### src/rtl/mem_port_arbiter.sv
// mem_port_arbiter
//   Shares one synchronous single-port RAM between a write requester and a
//   read requester, and zero-fills addresses 0..CLR_LAST after reset or on
//   clr_start. Every memory-side output is registered. Grants are
//   combinational. Read data returns two cycles after the grant.
//
// Ports
//   CLK, RESETn          clock (rising edge) / async active-low reset
//   clr_start            one-cycle pulse, restarts the clear from address 0
//   wr_req/addr/data     write requester; wr_gnt accepts it this cycle
//   rd_req/addr          read requester; rd_gnt accepts it this cycle
//   rd_valid, rd_data    read return, valid two cycles after rd_gnt
//   busy                 clear sequence in progress
//   MEM_ADDR/WDATA/WRITEn registered RAM command (WRITEn active low)
//   MEM_RDATA            RAM read data, one cycle after the address
module mem_port_arbiter #(
  parameter int AW       = 11,
  parameter int DW       = 8,
  parameter int CLR_LAST = 338
) (
  input  logic          CLK,
  input  logic          RESETn,
  input  logic          clr_start,
  input  logic          wr_req,
  input  logic [AW-1:0] wr_addr,
  input  logic [DW-1:0] wr_data,
  output logic          wr_gnt,
  input  logic          rd_req,
  input  logic [AW-1:0] rd_addr,
  output logic          rd_gnt,
  output logic          rd_valid,
  output logic [DW-1:0] rd_data,
  output logic          busy,
  output logic [AW-1:0] MEM_ADDR,
  output logic [DW-1:0] MEM_WDATA,
  output logic          MEM_WRITEn,
  input  logic [DW-1:0] MEM_RDATA
);

  typedef enum logic {CLEAR, ARB} state_t;

  localparam logic          RR_WR   = 1'b0;
  localparam logic          RR_RD   = 1'b1;
  localparam logic [AW-1:0] CLR_END = AW'(CLR_LAST);
  localparam int            STAGES  = 1;

  state_t          state, state_nxt;
  logic [AW-1:0]   clr_addr, clr_addr_nxt;
  logic            rr_last, rr_last_nxt;
  logic [AW-1:0]   addr_nxt;
  logic [DW-1:0]   wdata_nxt;
  logic            writen_nxt;
  // [0]: command on the pins, [STAGES]: RAM data back
  logic [STAGES:0] vld_pipe;

  always_comb begin
    state_nxt    = state;
    clr_addr_nxt = clr_addr;
    rr_last_nxt  = rr_last;
    addr_nxt     = MEM_ADDR;
    wdata_nxt    = MEM_WDATA;
    writen_nxt   = 1'b1;
    wr_gnt       = 1'b0;
    rd_gnt       = 1'b0;
    case (state)
      CLEAR: begin
        addr_nxt   = clr_addr;
        wdata_nxt  = '0;
        writen_nxt = 1'b0;
        if (clr_addr == CLR_END) begin
          state_nxt    = ARB;
          clr_addr_nxt = '0;
        end else begin
          clr_addr_nxt = clr_addr + AW'(1);
        end
      end
      ARB: begin
        if (clr_start) begin
          state_nxt    = CLEAR;
          clr_addr_nxt = '0;
        end else if (wr_req && (!rd_req || rr_last == RR_RD)) begin
          wr_gnt = 1'b1;
        end else if (rd_req) begin
          rd_gnt = 1'b1;
        end
        if (wr_gnt) begin
          addr_nxt    = wr_addr;
          wdata_nxt   = wr_data;
          writen_nxt  = 1'b0;
          rr_last_nxt = RR_WR;
        end
        if (rd_gnt) begin
          addr_nxt    = rd_addr;
          rr_last_nxt = RR_RD;
        end
      end
      default: state_nxt = CLEAR;
    endcase
  end

  always_ff @(posedge CLK or negedge RESETn) begin
    if (!RESETn) begin
      state      <= CLEAR;
      clr_addr   <= '0;
      rr_last    <= RR_RD;
      MEM_ADDR   <= '0;
      MEM_WDATA  <= '0;
      MEM_WRITEn <= 1'b1;
      vld_pipe   <= '0;
    end else begin
      state      <= state_nxt;
      clr_addr   <= clr_addr_nxt;
      rr_last    <= rr_last_nxt;
      MEM_ADDR   <= addr_nxt;
      MEM_WDATA  <= wdata_nxt;
      MEM_WRITEn <= writen_nxt;
      // reads in flight complete regardless of a clear starting
      vld_pipe   <= {vld_pipe[STAGES-1:0], rd_gnt};
    end
  end

  assign rd_valid = vld_pipe[STAGES];
  assign rd_data  = MEM_RDATA;
  assign busy     = (state == CLEAR);

endmodule

### config.mk
export PLATFORM = sky130hd
export DESIGN_NAME = mem_port_arbiter
export DESIGN_NICKNAME = d
export VERILOG_FILES = /design/src/rtl/mem_port_arbiter.sv
export SDC_FILE = /design/constraint.sdc
export NUM_CORES = 1
export LEC_CHECK = 0
export ABC_AREA = 1
export BUFFER_PORTS_ARGS = -buffer_cell sky130_fd_sc_hd__clkbuf_2
export CORE_ASPECT_RATIO = 0.8
export CORE_MARGIN = 8
export CORE_UTILIZATION = 53
export DETAILED_ROUTE_END_ITERATION = 8
export GPL_TIMING_DRIVEN = 0
export PLACE_DENSITY_LB_ADDON = 0.15
export SETUP_SLACK_MARGIN = 0.3
export SLEW_MARGIN = 20
export SYNTH_ARGS = -nofsm -noshare
export SYNTH_HDL_FRONTEND = slang
export SYNTH_SLANG_ARGS = --single-unit
### constraint.sdc
create_clock -name CLK -period 2.2 [get_ports CLK]
set_input_delay 0.22 -clock CLK [delete_from_list [all_inputs] [get_ports CLK]]
set_output_delay 0.22 -clock CLK [all_outputs]
set_load 0.03 [all_outputs]
# After elaboration in Yosys (flattened, before gate mapping)
# Cells that the tools add are included.
# classes
eq_ne	4
bitwise	1
muxes	24
add_sub_neg	1
reduce_logical	5
# op_table
operator	n
11-bit 2-to-1 mux	4
11-bit case mux with 2 select lines	2
8-bit case mux with 2 select lines	1
1-bit 2-to-1 mux	14
11-bit by 1-bit adder with 11-bit output, second input constant	1
11-bit by 9-bit == test with 1-bit output, second input constant	1
8-bit 2-to-1 mux	1
1-bit case mux with 2 select lines	2
3-bit by 1-bit != test with 1-bit output, second input constant	1
2-bit by 1-bit != test with 1-bit output, second input constant	1
2-bit != test, second input constant	1
2-bit AND reduction	1
2-bit nonzero test	1
1-bit logical AND	1
1-bit logical NOT	1
1-bit logical OR	1
1-bit inverter	1
# word_totals
reg_bits	35
wordCells	42
input_bits	43

# Depth between registers and ports, before layout
# depth
depth_word	9
mapped_depth	9
mapped_depth_nobuf	9

# Worst setup path after synthesis
# No wires, ideal clock.
# synth_timing
path_kind	reg2out
startpoint	register rr_last
endpoint	output rd_gnt
setup_slack_ns	0.892
arrival_ns	1.088
path_stages_with_launch	7
required_ns	1.980
cell_sequence	dfstp_2 -> inv_1 -> nand2_1 -> nand2_2 -> buf_2 -> nand3_1 -> inv_1
# synth_via
elab_chain_cells	6
# synth_rtl
element	line_no	text
from (decl)	49	logic rr_last, rr_last_nxt;
from (signal assigned)	113	rr_last <= rr_last_nxt;
1-bit logical OR	81	end else if (wr_req && (!rd_req || rr_last == RR_RD)) begin
1-bit logical AND	81	
1-bit 2-to-1 mux	81	
1-bit 2-to-1 mux	78	if (clr_start) begin
1-bit 2-to-1 mux (2 in series)	65	case (state)
to (decl)	30	output logic rd_gnt,
# No other way between the ends. The select of a mux whose other input is x is not followed.

# Worst setup path after layout
# Same ends and word-level chain as after synthesis.

==> results.yml <==
cells_and_area:
  fin_nets: 404
  fill_cells: 333
  layout_commonest_cell: "nand2_1"
  fin_util_pct: 67.6
  final_cell_mix: "74 x nand2_1, 67 x clkbuf_2, 54 x nor2_1"
  area_delta_synth_final_pct: 23.2
  drive_above_1_share_pct: 28.9
  diodes: 0
  instances_no_fill: 404
floorplanning:
  die_x_um: 85.7
  die-height_um: 71.8
  pin_count: 75
  initial_utilization_pct: 54.9
  placementRows: 20
  coreArea_sq_um: 3750
  dieArea_sq_um: 6150
setup_path:
  cp-end-kind: "output pin"
  r2r_cells: 9
  path_max_fanout: 10
  crit_chain: "inv_1, nand2_1, nand2_2, buf_2, nand3_1, inv_1, clkbuf_2"
  cp_num_buf_inv: 4
  slowest_stage: "dfstp_2"
  crit_family: "flip-flops"
  cpPeakStageDelay_ns: 0.52
  crit_arrival_ns: 1.59
  start_kind: "register"
  critPathKind: "reg -> out"
  crit_required_ns: 1.98
  critPathMostFrequentCell: "inv_1"
  path_depth: 7
outcome:
  status: "completed"
drt:
  routed_wl_um: 5100
  vias: 1944
  dr.pass1.iters: 4
  via_per_inst: 4.81
  drt_iter0_drc: 129
  final_antenna_net_count: 0
  route.detailed.drc: 0
  wl_per_cell_um: 12.6
synthesis:
  synthTopCellsByArea: "dfrtp_1 40%, nand2_1 13%, nor2_1 9.8%, nand3_1 5.8%, inv_1 5.6%"
  synth-seq-cells: 35
  synthCells: 285
  syn-cell-area_sq_um: 2060
  synthAdderAreaFrac_pct: 1.21
  synth_area_per_cell_sq_um: 7.23
  synth-simple-area-share_pct: 33.3
  yosysSeqAreaShare_pct: 42.6
  synth_top_area_share_pct: 40.1
  synth_top_family_by_area: "simple AND/OR/NAND/NOR gates"
  synth.yosys.warnings: 0
  yosys.cell_types.count: 28
  synthMuxAreaShare_pct: 0
  synth_top_cell_by_area: "dfrtp_1"
  synth-compound-area-share_pct: 8.68
  synthXorXnorAreaFrac_pct: 1.28
  syn_nets: 330
global_routing:
  grt_start_max_net_pins: 36
  grtUsageTotal_pct: 17.4
  use_met1_pct: 22.8
  grt-ovfl-total: 0
  grt_pass1_vias: 1888
  busiest_layer: "met2"
  grt_pass1_wl_um: 8660
  antenna_found_initial: 0
  met2_usage_pct: 26.7
  grt.met3_usage_pct: 5.60
placed_design:
  place_ws_ns: 0.641
  gp_congestion: 0.866
  dp_cells: 395
  dp_hpwl_um: 3980
  port_buffers: 66
sta:
  whs_ns: 0.0307
  final.setup.tns_ns: 0
  min_period_ns: 1.81
  setup_viol: 0
  fmax_ghz: 0.552
  hold_viol: 0
  fin_worst_skew_ns: 0.00812
  max-slew-margin-rel_pct: 42.0
  worst_slack_ns: 0.388
  tightest_slew_ns: 0.871
  slew_viol_final: 0
  grt_setup_unrepaired: "yes"
  min_period_over_period_pct: 82.3
clock_tree:
  numCtsBuffers: 5
  clock_path_buffers: 2
  clockRootBuffer: "clkbuf_8"
  htreeDepth: 2
  clkTransAtPathRegs_ns: 0.07
  clkLatencyLatePin_ns: 0.29
  cts_tree: "done"
  clock_sinks: 35
hold_path:
  hp-class: "in -> async"
power:
  p_leak_uw: 0.00149
  p_per_area_nw_per_um2: 987
  irDropWorstVdd_v: 0.000656
job:
  max-cap-violations: 0
[worst paths after layout]
kind | start | end | slack [ns]
worst max-delay path | rr_last | rd_gnt | 0.39
worst min-delay path | RESETn | MEM_ADDR[7] | 0.03
worst max register to register | clr_addr[0] | clr_addr[1] | 0.70
worst min register to register | vld_pipe[0] | vld_pipe[1] | 0.36
max in group asynchronous | RESETn | MEM_ADDR[2] | 1.62
min in group CLK | wr_data[6] | MEM_WDATA[6] | 0.16
[cell type report]
cell class                      count  area (sq um)  area share (%)
Tap cell                           44          55.1            2.17
Inverter                           35           135            5.32
Timing Repair Buffer               67           338            13.3
Buffer                             18           133            5.22
Multi-Input combinational cell    197           916            36.1
Sequential cell                    35           878            34.6
Clock inverter                      3          15.0           0.591
Clock buffer                        5          68.8            2.71
[registers in the layout (all words and copies together), names as in the netlist]
register    count
MEM_ADDR       11
clr_addr       11
MEM_WDATA       8
vld_pipe        2
MEM_WRITEn      1
rr_last         1
state           1
[what timing repair did]
item | 4_1_cts | 5_1_grt
endpoints found under the setup margin | 0 | 2
hold buffers | 0 | 0
resized for setup | 0 | 2
setup buffers | 0 | 1
[synthesized netlist by cell type]
library cell / number
clkinv_2: 1
nand4_1: 4
nand2_1: 74
inv_4: 1
buf_2: 3
nor3_1: 3
a21o_1: 1
inv_2: 2
nor2_4: 2
o21ai_1: 1
nand3_1: 24
xor2_1: 3
o21bai_1: 2
buf_6: 2
clkbuf_1: 1
nand2_2: 1
o22ai_1: 1
nor2_2: 1
inv_1: 31
buf_4: 12
dfrtp_1: 33
nand3_2: 1
dfstp_2: 2
ha_1: 2
nor2_1: 54
a21oi_1: 11
a22o_1: 8
o21ai_0: 4
[metal layers]
layer,part of all wire [%],vias up,wire length [um]
met5,0,-,0
met4,1.0,0,51
met3,9.7,7,495
met2,43,76,2190
met1,46,828,2360
li1,-,1033,-
[cell families (layout without fill, tap and decap cells)]
kind of cell | count (synthesis) | after routing
simple gates | 164 | 164
flops | 35 | 35
fa+ha+maj | 2 | 2
compound gates | 28 | 28
xor+xnor | 3 | 3
buf+inv | 53 | 128
[metrics by stage]
step	cell area (sq um)	total power, uW
floorplan	2060	1760
global placement	2450	2030
detailed placement	2450	2070
CTS	2530	2520
global route	2540	2730
finish	2540	2510
[power by group]
part / leakage (uW) / total, uW / internal [uW] / switching (uW)
combinational: 0.00100 / 1010 / 354 / 659
sequential: 0.000443 / 1040 / 835 / 210
clock: 0.0000477 / 448 / 216 / 232
Note: power is estimated with default switching activity, not from simulation.
